--- src/rtl/sha256_round_ctrl.sv ---
// sha256_round_ctrl: state/round sequencer for one SHA-256 compression block on the CSA round datapath.
// Optional macro SHA256_CTRL_STALL_CNT_EN adds o_stall_cnt (message-stall cycle counter).
module sha256_round_ctrl #(
  parameter int ROUNDS    = 64,
  parameter int MSG_WORDS = 16,
  parameter int RND_W     = 6
) (
  input  logic             clk,
  input  logic             rst_n,
  input  logic             i_start,
  input  logic             i_first,
  input  logic             i_abort,
  input  logic             i_msg_valid,
  output logic             o_msg_ready,
  output logic [RND_W-1:0] o_k_addr,
  output logic [RND_W-1:0] o_round,
  output logic             o_w_sel,
  output logic             o_sched_en,
  output logic             o_rnd_en,
  output logic             o_iv_load,
  output logic             o_wv_load,
  output logic             o_h_update,
  output logic             o_busy,
`ifdef SHA256_CTRL_STALL_CNT_EN
  output logic [15:0]      o_stall_cnt,
`endif
  output logic             o_done
);
  typedef enum logic [2:0] {IDLE, INIT, ROUND, FINAL, DONE} state_t;
  state_t state, state_n;
  logic [RND_W-1:0] round, round_n;
  logic first_q, first_n, run, msg_ph, step, last;
  always_ff @(posedge clk) begin
    if (!rst_n) begin
      state   <= IDLE;
      round   <= '0;
      first_q <= 1'b0;
    end else begin
      state   <= state_n;
      round   <= round_n;
      first_q <= first_n;
    end
  end
  // abort masks every strobe of the cycle it is seen in
  always_comb begin
    run         = state == ROUND && !i_abort;
    msg_ph      = round < RND_W'(MSG_WORDS);
    last        = round == RND_W'(ROUNDS - 1);
    step        = run && (!msg_ph || i_msg_valid);
    o_msg_ready = run && msg_ph;
    o_w_sel     = run && !msg_ph;
    o_sched_en  = step;
    o_rnd_en    = step;
    o_wv_load   = state == INIT && !i_abort;
    o_iv_load   = o_wv_load && first_q;
    o_h_update  = state == FINAL && !i_abort;
    o_done      = state == DONE && !i_abort;
    o_busy      = state != IDLE;
    o_k_addr    = round;
    o_round     = round;
    state_n     = state;
    round_n     = round;
    first_n     = first_q;
    if (i_abort && state != IDLE) begin
      state_n = IDLE;
      round_n = '0;
    end else begin
      case (state)
        IDLE: if (i_start) begin
          state_n = INIT;
          round_n = '0;
          first_n = i_first;
        end
        INIT: state_n = ROUND;
        ROUND: if (step) begin
          state_n = last ? FINAL : ROUND;
          round_n = last ? '0 : round + RND_W'(1);
        end
        FINAL: state_n = DONE;
        default: state_n = IDLE;
      endcase
    end
  end
`ifdef SHA256_CTRL_STALL_CNT_EN
  logic [15:0] stall_cnt;
  always_ff @(posedge clk) begin
    if (!rst_n || (state == IDLE && i_start))
      stall_cnt <= '0;
    else if (o_msg_ready && !i_msg_valid && stall_cnt != 16'hFFFF)
      stall_cnt <= stall_cnt + 16'd1;
  end
  assign o_stall_cnt = stall_cnt;
`endif
endmodule

--- config.mk ---
export PLATFORM = sky130hd
export DESIGN_NAME = sha256_round_ctrl
export DESIGN_NICKNAME = d
export VERILOG_FILES = /design/src/rtl/sha256_round_ctrl.sv
export SDC_FILE = /design/constraint.sdc
export NUM_CORES = 1
export LEC_CHECK = 0
export ABC_AREA = 1
export BUFFER_PORTS_ARGS = -buffer_cell sky130_fd_sc_hd__buf_2
export CAP_MARGIN = 25
export CORE_ASPECT_RATIO = 0.8
export CORE_MARGIN = 8
export CORE_UTILIZATION = 35
export CTS_BUF_LIST = sky130_fd_sc_hd__clkbuf_8
export DETAILED_ROUTE_END_ITERATION = 16
export GPL_ROUTABILITY_DRIVEN = 0
export SYNTH_ARGS = -nofsm -noshare
export SYNTH_HDL_FRONTEND = slang
export SYNTH_SLANG_ARGS = --single-unit
--- constraint.sdc ---
create_clock -name clk -period 2.1 [get_ports clk]
set_clock_uncertainty 0.2 [all_clocks]
set_input_delay 0.42 -clock clk [delete_from_list [all_inputs] [get_ports clk]]
set_output_delay 0.42 -clock clk [all_outputs]
set_load 0.05 [all_outputs]
==> qor.yml <==
synth.net_count: 111
ant_nets: 0
clk-insertion-delay-late_ns: 0.23
tritoncts.num_buffers: 3
drive_above_1_share_pct: 43.0
design.portCount: 27
finish.net_count: 137
num_rows: 14
worst_setup_path_end_kind: "output pin"
layout.area.seq_um2: 205
ys_seq_elements: 10
crit_arrival_ns: 1.38
yosysWarnings: 0
die_height_um: 55.9
net_switching_fraction_of_the_power_pct: 40.2
period_minus_slack_ns: 2.00
final.setup.worst_slack_ns: 0.101
cap_viol_max_count: 0
vdd.ir_drop.worst_uv: 551
synth-async-reset-ratio_pct: 0
cts_htree_levels: 1
drc: 0
synth_top_cell_by_area: "dfxtp_1"
dpl-instance-area_um2: 831
first_global_vias: 631
total_switching_power_uw: 268
rsz0062_at_grt: "false"
final_hold_viol_count: 0
synth_top_area_share_pct: 28.7
wire_per_inst_um: 11.6
final_area_um2: 912
floorplan.core_area_mm2: 0.00187
num_antenna_cells: 0
cts_hold_buffers: 0
initial_core_util_pct: 37.2
grt_first_pass_wirelength_um: 2820
antenna_found_initial: 0
status: "completed"
globalRouteOverflowTotal: 0
pwr_density_cell_mw_per_mm2: 732
power.share.sequential_pct: 34.2
max_slew.worst_pin.slew_ns: 0.256
floorplan.die.width_um: 65.9
cts-root-buf: "clkbuf_8"
finalSetupTns_ns: 0
num_vias: 715
number_of_distinct_library_cell_variants_in_the_gate_level_netlist_after_synthesis: 21
place.port_buffers: 26
commonest_cells_in_the_netlist: "nand2_1 (23), inv_1 (14), nor2_1 (14)"
grt_use_total_pct: 9.69
drt_pass1_iterations: 6
preCtsSetupSlack_ns: 0.233
synthesis.area_per_instance_um2: 6.70
synth-edff-count: 0
path_class: "register to output pin"
vias_per_cell: 4.70
sequential_element_share_of_the_synthesized_area_pct: 28.7
post-route-period-util_pct: 95.2
signed_area_change_from_the_synthesized_netlist_to_the_final_layout_pct: 30.9
violation_count_after_the_first_detailed_route_iteration: 7
min-delay-path-class: "input port to register"
power.clock.fraction_pct: 29.1
power.leakage_nw: 0.437
maximum_number_of_pins_on_one_net_before_global_route_repair: 10
place_hpwl_um: 1400
critical_path.startpoint_type: "register"
cell_count_after_synthesis: 104
fillers: 206
setup_violations: 0
yosys.cell_count.top_type: "nand2_1"
timing.critical_path.required_ns: 1.48
post_synth_instance_area_um2: 697
routed_wirelength_um: 1760
power.internal_uw: 399
tritoncts: "yes"
multi_input_area_um2: 417
pwr-share-comb_pct: 36.7
postSynth.topFlopCell: "dfxtp_1"
cts_num_sinks: 10
dieArea_mm2: 0.00368
critPathMaxFanout: 7
maxClockFrequency_mhz: 500
final_max_slew_viols: 0
clock_path_buffers: 2
worst_slew_margin_rel_pct: 83.1
cts.clk_slew.worst_paths_ns: 0.05
synth_area_leaders: "dfxtp_1 (29%), nand2_1 (12%), buf_4 (7.5%)"
layer usage:
| metal | vias to the layer above | track usage [%] | share of wire [%] |
|---|---|---|---|
| met5 | - | 0 | 0 |
| met4 | 0 | 4.66 | 0.63 |
| met3 | 2 | 4.43 | 8.1 |
| met2 | 17 | 13.3 | 43 |
| met1 | 328 | 12.2 | 48 |
| li1 | 368 | - | - |
cell type report:
cell class	count	share of cell area (%)
Multi-Input combinational cell	72	45.7
Timing Repair Buffer	28	17.4
Tap cell	24	3.29
Sequential cell	10	22.5
Inverter	15	6.58
Clock buffer	3	4.53
worst max-delay path, stage by stage, from the launching register on:
cell,delay (ns)
dfxtp_2,0.40
nand2_2,0.08
nor2_4,0.18
nand2_2,0.11
nor3_4,0.20
buf_6,0.18
cells by family (layout without fill, tap and decap cells):
logic type | Yosys count | count (layout) | synth area share [%]
simple gates | 61 | 61 | 45.2
flops | 10 | 10 | 28.7
fa+ha+maj | 1 | 1 | 1.80
compound gates | 10 | 10 | 8.62
buf+inv | 22 | 46 | 15.6
registers in the layout, summed over array words and instances (netlist names):
signal,flops
first_q,1
state,3
o_k_addr,6
timing repair:
action,in CTS,in global routing
buffers inserted,0,2
resized for setup,1,8
endpoints found under the setup margin,1,4
pin swaps,0,2
power groups by stage:
stage / logic [mW] / registers (mW) / clock network [mW]
after global placement: 0.236 / 0.229 / 0
after detailed placement: 0.234 / 0.230 / 0
after CTS: 0.236 / 0.226 / 0.201
final: 0.245 / 0.228 / 0.194
after floorplan: 0.169 / 0.252 / 0
after global routing: 0.265 / 0.230 / 0.215
metrics by stage:
stage | total power, mW | hold slack [ns] | cells | util [%]
2_1_floorplan | 0.421 | 0.247 | 104 | -
3_3_place_gp | 0.465 | 0.270 | 147 | 44.3
3_5_place_dp | 0.464 | 0.262 | 147 | 44.3
4_1_cts | 0.662 | 0.246 | 150 | 46.7
5_1_grt | 0.709 | 0.267 | 152 | 48.7
6_report | 0.668 | 0.249 | 152 | 48.7
path summary, 6_finish.rpt:
kind         cells after the start  slack [ns]           to        start
max                              5        0.10  o_msg_ready     state[1]
min                              3        0.25      first_q        rst_n
max reg2reg                      8        0.57  o_k_addr[5]  o_k_addr[0]
min reg2reg                      2        0.26      first_q      first_q
cell usage in the layout, fill, tap and decap left out, drive strengths merged:
cell	count
nand3	10
nand4	1
buf	25
nor3	2
clkinvlp	1
ha	1
nand2	30
o21ai	3
nor2	16
nand3b	1
a22oi	1
nor4	1
a21oi	6
clkbuf	6
dfxtp	10
inv	14
Note: power is estimated with default switching activity, not from simulation.
